[src/rtl/qos_pkg.sv]
// Shared types for the four-class QoS output scheduler.
package qos_pkg;
    localparam int NUM_CLASSES = 4;

    typedef logic [1:0] cls_t;

    typedef enum logic [1:0] {
        ST_WAIT = 2'd0,
        ST_RUN  = 2'd1,
        ST_HALT = 2'd2
    } state_t;
endpackage

[src/rtl/rr_pick.sv]
// Combinational rotate-priority search over four requests, starting at 'start'.
// Zero latency; pure function of its inputs.
module rr_pick
    import qos_pkg::*;
(
    input  logic [NUM_CLASSES-1:0] req,
    input  cls_t                   start,
    output logic                   found,
    output logic [NUM_CLASSES-1:0] grant_oh,
    output cls_t                   grant_idx
);
    cls_t idx;

    // Walk from the farthest offset down so the closest hit to 'start' wins last.
    always_comb begin
        found     = 1'b0;
        grant_idx = start;
        idx       = start;
        for (int i = NUM_CLASSES - 1; i >= 0; i--) begin
            idx = start + cls_t'(i);
            if (req[idx]) begin
                found     = 1'b1;
                grant_idx = idx;
            end
        end
        grant_oh = found ? (4'b0001 << grant_idx) : 4'b0000;
    end
endmodule

[src/rtl/qos_arbiter.sv]
// Quantum round-robin drain of four class FIFOs into one stream; pop registered, data out 2 cycles after pop.
// out_full or a paused/empty class suppresses pops; any FIFO overflow report halts until reset.
module qos_arbiter
    import qos_pkg::*;
#(
    parameter int DATA_W  = 10,
    parameter int QUANTUM = 4
) (
    input  logic              CLK,
    input  logic              reset,
    input  logic [3:0]        pause_stb,
    input  logic [3:0]        continue_stb,
    input  logic              idle,
    input  logic [3:0]        error_full,
    input  logic [3:0]        empty,
    input  logic [DATA_W-1:0] data_in0,
    input  logic [DATA_W-1:0] data_in1,
    input  logic [DATA_W-1:0] data_in2,
    input  logic [DATA_W-1:0] data_in3,
    input  logic              out_full,
    output logic [3:0]        pop,
    output logic [DATA_W-1:0] data_out,
    output logic              valid_out,
    output logic [3:0]        paused,
    output logic              halted
);
    localparam logic [3:0] QUANT = 4'(QUANTUM);

    state_t            state;
    state_t            state_nxt;
    logic [3:0]        mask_nxt;
    logic [3:0]        pop_nxt;
    logic [3:0]        elig;
    logic [3:0]        pick_oh;
    logic [3:0]        cnt;
    logic [3:0]        cnt_nxt;
    cls_t              ptr;
    cls_t              ptr_nxt;
    cls_t              pick_idx;
    cls_t              rd_idx;
    logic              pick_found;
    logic              stay;
    logic              rd_vld;
    logic [DATA_W-1:0] rd_dat;

    assign elig   = ~empty & ~paused & {4{~out_full}};
    assign stay   = elig[ptr] && (cnt < QUANT);
    assign halted = (state == ST_HALT);

    // The current class is retried last, so a lone eligible class keeps streaming.
    rr_pick u_pick (
        .req       (elig),
        .start     (cls_t'(ptr + 2'd1)),
        .found     (pick_found),
        .grant_oh  (pick_oh),
        .grant_idx (pick_idx)
    );

    always_comb begin
        state_nxt = state;
        pop_nxt   = 4'b0000;
        ptr_nxt   = ptr;
        cnt_nxt   = cnt;
        mask_nxt  = (paused & ~continue_stb) | pause_stb;
        case (state)
            ST_WAIT: begin
                if (|error_full) state_nxt = ST_HALT;
                else if (idle)   state_nxt = ST_RUN;
            end
            ST_RUN: begin
                if (|error_full) begin
                    state_nxt = ST_HALT;
                end else if (stay) begin
                    pop_nxt[ptr] = 1'b1;
                    cnt_nxt      = cnt + 4'd1;
                end else if (pick_found) begin
                    pop_nxt = pick_oh;
                    ptr_nxt = pick_idx;
                    cnt_nxt = 4'd1;
                end
            end
            default: begin
                state_nxt = ST_HALT;
                mask_nxt  = paused;
            end
        endcase
    end

    always_comb begin
        case (rd_idx)
            2'd0:    rd_dat = data_in0;
            2'd1:    rd_dat = data_in1;
            2'd2:    rd_dat = data_in2;
            default: rd_dat = data_in3;
        endcase
    end

    // ptr always names the class being popped, so it doubles as the read-data select.
    always_ff @(posedge CLK or negedge reset) begin
        if (!reset) begin
            state     <= ST_WAIT;
            paused    <= 4'b0000;
            pop       <= 4'b0000;
            ptr       <= '0;
            cnt       <= 4'd0;
            rd_vld    <= 1'b0;
            rd_idx    <= '0;
            data_out  <= '0;
            valid_out <= 1'b0;
        end else begin
            state     <= state_nxt;
            paused    <= mask_nxt;
            pop       <= pop_nxt;
            ptr       <= ptr_nxt;
            cnt       <= cnt_nxt;
            rd_vld    <= |pop;
            rd_idx    <= ptr;
            valid_out <= rd_vld;
            if (rd_vld) data_out <= rd_dat;
        end
    end
endmodule

[config.mk]
export PLATFORM = sky130hd
export DESIGN_NAME = qos_arbiter
export DESIGN_NICKNAME = d
export VERILOG_FILES = /design/src/rtl/qos_pkg.sv /design/src/rtl/rr_pick.sv /design/src/rtl/qos_arbiter.sv
export SDC_FILE = /design/constraint.sdc
export NUM_CORES = 1
export LEC_CHECK = 0
export ABC_AREA = 1
export CAP_MARGIN = 10
export CORE_MARGIN = 4
export CORE_UTILIZATION = 30
export CTS_BUF_LIST = sky130_fd_sc_hd__clkbuf_4 sky130_fd_sc_hd__clkbuf_8
export CTS_CLUSTER_DIAMETER = 80
export CTS_CLUSTER_SIZE = 40
export DETAILED_ROUTE_END_ITERATION = 7
export HOLD_SLACK_MARGIN = 0.15
export PLACE_DENSITY_LB_ADDON = 0.12
export SYNTH_ARGS = -nofsm -noshare
export SYNTH_HDL_FRONTEND = slang
export SYNTH_SLANG_ARGS = --single-unit
[constraint.sdc]
create_clock -name CLK -period 2.5 [get_ports CLK]
set_input_delay 0.75 -clock CLK [delete_from_list [all_inputs] [get_ports CLK]]
set_output_delay 0.75 -clock CLK [all_outputs]
set_load 0.02 [all_outputs]
==> summary.txt, run 1 <==
routed vias - 1700
outcome - complete, no violations
Initial DRT Pass Iterations - 4
Routed Antenna Nets - 0
post-synthesis async set-or-reset flop share - 100%
worst skew pair latency - 0.28 ns
Vias/cell - 4.50
cts bufs inserted - 5
Hold/Removal Path Class - reg2reg
RSZ-0062 raised after global routing - no
Nets - 367
clock sink count - 30
max_slew headroom - 53.3%
synthesis-stage register bit count - 30
WL/cell - 12.6 um
Synth cell types - 26
largest net degree at the start of global routing - 31
IR drop worst, VDD - 0.000164 V
vias in the first global route - 1734
Post-Syn Area per Cell - 8.33 um^2
Worst EP required - 1.75 ns
port bufs - 79
drt drc - 0
Starting Density - 30.7%
CTS tree - yes
initial antenna violation count - 0
max_cap viols - 0
total nets after synthesis - 282
synth top area cells - dfrtp_1, nand2_1, a221oi_1, nor2_1, nand3_2
CTS root buf - clkbuf_8
Leak - 1.30 nW
grt total ovfl - 0
post-synthesis sequential area ratio - 41.5%
Post-Syn Area - 1810 um^2
area delta synth->final - 54.0%
Post-synth top flop - dfrtp_1
Mapped Cells - 217
pwr/cell area - 374 nW/um^2
Final setup viols - 0
die height - 85.6 um
H-tree levels - 2
Max Fanout on Critical Path - 10
startpoint types - flip-flop
Max stage delay on crit path - 0.62 ns
Routed WL - 4750 um
antenna diode count - 0
core area - 5890 um^2
CP delay by family, top - buffers and inverters
max frequency - 423 MHz
Top-Level Pins - 80
die footprint - 7330 um^2
CP arrival - 1.62 ns
Crit Path Category - reg2out
Max Clock Skew - 0.00532 ns
hold_buf cts - 0
share of layout cells above drive strength 1 - 15.5%
HPWL after DPL - 3790 um
Worst-Margin Slew - 0.698 ns
die width - 85.6 um
cts repair resizes - 0
wire length of the first global-routing pass - 7870 um
final hold violations - 0
number of setup buffers added after CTS - 0
element type at the critical path end - primary output
GRT Total Usage - 13.5%
Final Max Tran Viols - 0
post-synth top area cell - dfrtp_1
clk slew on worst S/H paths - 0.06 ns
DRT iter0 DRCs - 60
clk buf depth - 2
CP max stage cell - clkdlybuf4s50_1
Post-synth EDFFs - 0
Yosys warning count - 0
share of the synthesized area in the top cell type - 41.5%
FILL cells - 597
WHS - 0.380 ns
period utilisation layout - 94.6%
num rows - 28
Final Wtd Congestion - 0.846
fin util - 47.3%
CP cell instances - clkinv_1, nor2_1, clkdlybuf4s50_1
minimum clock period - 2.37 ns
CP Buf/Inv Count - 2
TNS Setup - 0 ns
final timing paths:
| check | startpoint | endpoint | slack (ns) | depth (start not counted) |
|---|---|---|---|---|
| setup reg to reg | ptr[1] | pop[0] | 0.62 | 12 |
| setup / recovery | state[1] | halted | 0.13 | 3 |
| min in group asynchronous | reset | data_out[2] | 0.85 | 2 |
| max in group asynchronous | reset | cnt[0] | 1.36 | 2 |
| hold reg to reg | rd_vld | valid_out | 0.38 | 0 |
| hold / removal | rd_vld | valid_out | 0.38 | 0 |
report_power, final:
part | internal [mW] | total (mW) | switching, mW
Clock | 0.221 | 0.406 | 0.185
Combinational | 0.0986 | 0.150 | 0.0512
Sequential | 0.485 | 0.485 | 0
worst reg2reg max path: cells and delay by family (launching register included):
family / cells / cell delay, ns
AND/OR/NAND/NOR: 8 / 0.57
XOR/XNOR: 1 / 0.21
flip-flops: 1 / 0.43
buffers and inverters: 2 / 0.16
adder cells (fa/ha/maj): 1 / 0.40
cell usage in the layout, fill, tap and decap left out, drive strengths merged, types with 2 or more instances in the layout:
master         Yosys  layout
nand2             82      82
clkdlybuf4s50      0      79
dfrtp             30      30
nor2              25      25
inv               18      18
o21ai             16      16
nand3             15      15
a221oi            10      10
clkbuf             2       6
a22o               5       5
ha                 5       5
clkinv             3       4
o21bai             2       2
buf                1       2
final cells by class:
class                      count  area [um^2]  share of cell area (%)
multi-input combinational    163          952                    34.2
timing repair buffer          81          806                    28.9
sequential                    30          751                    27.0
tap                           75         93.8                    3.37
inverter                      21         86.3                    3.10
clock buffer                   6         82.6                    2.97
clock inverter                 2         12.5                   0.449
layer usage:
metal,vias up,part of all wire (%),global-route usage [%]
met1,760,43,14.8
met4,0,0.76,4.03
met2,57,49,24.7
li1,879,-,-
met5,-,0,0
met3,4,7.2,4.42
Yosys cell counts, types with 3 or more instances:
cell / count
nand2_1: 67
dfrtp_1: 30
nor2_1: 19
inv_1: 13
o21ai_0: 13
a221oi_1: 10
nand2_2: 9
nand3_1: 8
nand3_2: 7
nand2_4: 6
a22o_1: 5
ha_1: 5
inv_2: 4
clkinv_1: 3
nor2_4: 3
cells by family after synthesis:
| logic type | synth area share (%) |
|---|---|
| xor gates and xnor gates | 0.900 |
| buffers and inverters | 5.81 |
| and+or+nand+nor | 34.9 |
| AOI/OAI and AO/OA | 13.4 |
| DFF | 41.5 |
| adders and majority gates | 3.46 |
through the flow:
| step | power (mW) | instances | area, um^2 | worst slack, ns |
|---|---|---|---|---|
| global route | 1.09 | 378 | 2780 | 0.0490 |
| CTS | 1.06 | 378 | 2780 | 0.110 |
| finish | 1.04 | 378 | 2780 | 0.134 |
| global placement | 0.645 | 370 | 2690 | 0.177 |
| floorplan | 0.536 | 217 | 1810 | 0.715 |
| detailed placement | 0.645 | 370 | 2690 | 0.160 |
state kept, by name, indices dropped and copies added, names as in the netlist:
register,count
data_out,10
cnt,4
paused,4
pop,4
ptr,2
rd_idx,2
state,2
rd_vld,1
valid_out,1
No activity file was read; power rests on OpenSTA's default activity.
==> run 2: changes to the inputs <==
- HOLD_SLACK_MARGIN: 0.15 -> default
- MAX_ROUTING_LAYER: default -> met4
==> summary.txt, run 2 (synthesis gave the netlist of run 1 again) <==
outcome - complete, no violations (unchanged)
drt drc - 0 (unchanged)
Sequential Power Share - 46.7% (was 46.6%)
Sw Share - 22.6% (was 22.7%)
period utilisation layout - 94.6% (about the same)
Final Max Tran Viols - 0 (unchanged)
CTS root buf - clkbuf_8 (unchanged)
number of setup buffers added after CTS - 0 (unchanged)
startpoint types - flip-flop (unchanged)
Finished Cell Area - 2780 um^2 (unchanged)
Final Wtd Congestion - 0.859 (was 0.846)
num rows - 28 (unchanged)
max reg flops - 10 (unchanged)
largest net degree at the start of global routing - 31 (unchanged)
element type at the critical path end - primary output (unchanged)
DRT iter0 DRCs - 62 (was 60)
final hold violations - 0 (unchanged)
area delta synth->final - 54.0% (unchanged)
Final setup viols - 0 (unchanged)
initial antenna violation count - 0 (unchanged)
Worst R2R End - pop[0] (unchanged)
die width - 85.6 um (unchanged)
max_slew headroom - 53.2% (was 53.3%)
Worst EP required - 1.75 ns (about the same)
Cell Area, Placed - 2690 um^2 (unchanged)
sw power - 0.236 mW (about the same)
Nets - 367 (unchanged)
Worst-Margin Slew - 0.699 ns (was 0.698 ns)
reg-to-reg slack, setup - 0.62 ns (about the same)
max_cap viols - 0 (unchanged)
Crit Path Category - reg2out (unchanged)
Max Clock Skew - 0.00517 ns (was 0.00532 ns)
FILL cells - 597 (unchanged)
clock sink count - 30 (unchanged)
Starting Density - 30.7% (unchanged)
CTS tree - yes (unchanged)
most common cell after layout, fill and taps aside - clkdlybuf4s50_1 (unchanged)
most flop-heavy register - data_out (unchanged)
cts bufs inserted - 5 (unchanged)
die height - 85.6 um (unchanged)
cts repair resizes - 0 (unchanged)
WHS - 0.380 ns (about the same)
worst skew pair latency - 0.28 ns (about the same)
Clock Power Share - 39.0% (about the same)
Max stage delay on crit path - 0.62 ns (about the same)
vias in the first global route - 1735 (was 1734)
HPWL after DPL - 3790 um (unchanged)
IR drop worst, VDD - 0.000163 V (was 0.000164 V)
CP max stage cell - clkdlybuf4s50_1 (unchanged)
share of layout cells above drive strength 1 - 15.5% (unchanged)
Internal Power - 0.805 mW (about the same)
Routed WL - 4740 um (was 4750 um)
CP cell instances - clkinv_1, nor2_1, clkdlybuf4s50_1 (unchanged)
clk slew on worst S/H paths - 0.06 ns (about the same)
Vias/cell - 4.51 (was 4.50)
routed vias - 1705 (was 1700)
H-tree levels - 2 (unchanged)
die footprint - 7330 um^2 (unchanged)
crit path to - halted (unchanged)
Hold/Removal Path Class - reg2reg (unchanged)
combinational fraction of design power - 14.4% (about the same)
R2R cell count - 12 (unchanged)
most frequent cells in the layout - clkdlybuf4s50_1, nand2_1, dfrtp_1 (unchanged)
antenna diode count - 0 (unchanged)
Leak - 1.30 nW (unchanged)
Critical path origin - state[1] (unchanged)
pwr/cell area - 374 nW/um^2 (about the same)
Critical R2R Launch - ptr[1] (unchanged)
max frequency - 423 MHz (about the same)
Max Fanout on Critical Path - 10 (unchanged)
core area - 5890 um^2 (unchanged)
clk buf depth - 2 (unchanged)
minimum clock period - 2.37 ns (about the same)
hold_buf cts - 0 (unchanged)
CP arrival - 1.62 ns (about the same)
TNS Setup - 0 ns (unchanged)
WL/cell - 12.5 um (was 12.6 um)
Routed Antenna Nets - 0 (unchanged)
RSZ-0062 raised after global routing - no (unchanged)
grt total ovfl - 0 (unchanged)
Initial DRT Pass Iterations - 4 (unchanged)
Top-Level Pins - 80 (unchanged)
wire length of the first global-routing pass - 7870 um (about the same)
GRT Total Usage - 13.9% (was 13.5%)
port bufs - 79 (unchanged)
[run 2: final cells by class]
cell class              count  area, um^2  area share (%)
clock buffers               6        82.6            2.97
clock inverters             2        12.5           0.449
inverters                  21        86.3            3.10
multi-input cells         163         952            34.2
flip-flops and latches     30         751            27.0
well taps                  75        93.8            3.37
repair buffers             81         806            28.9
[run 2: power groups by stage]
stage / logic [mW] / clock network, mW / registers (mW)
5_1_grt: 0.163 / 0.441 / 0.485
4_1_cts: 0.152 / 0.421 / 0.485
3_5_place_dp: 0.151 / 0 / 0.494
2_1_floorplan: 0.0415 / 0 / 0.495
3_3_place_gp: 0.150 / 0 / 0.494
6_report: 0.150 / 0.405 / 0.485
[run 2: worst min-delay path by stage]
stage	startpoint	endpoint	slack (ns)	depth (start not counted)
global route	rd_vld	valid_out	0.39	0
detailed placement	rd_vld	valid_out	0.37	0
floorplan	rd_vld	valid_out	0.35	0
CTS	rd_vld	valid_out	0.39	0
finish	rd_vld	valid_out	0.38	0
global placement	rd_vld	valid_out	0.36	0
[run 2: layer usage]
metal,track usage (%),vias up,wire [um]
met5,-,-,0
met3,3.65,5,289
met2,24.7,57,2320
met4,4.03,0,34
li1,-,878,-
met1,15.3,765,2090
[run 2: worst max-delay path, delay by kind of cell (launching register included)]
family | cells | cell delay [ns]
flops | 1 | 0.35
simple gates | 1 | 0.15
buf+inv | 2 | 0.84
[run 2: stage by stage]
stage	instances	power [mW]	utilization, %	worst slack [ns]
5_1_grt	378	1.09	47.3	0.0490
4_1_cts	378	1.06	47.3	0.110
6_report	378	1.04	47.3	0.135
2_1_floorplan	217	0.536	-	0.715
3_3_place_gp	370	0.645	45.7	0.177
3_5_place_dp	370	0.645	45.7	0.160
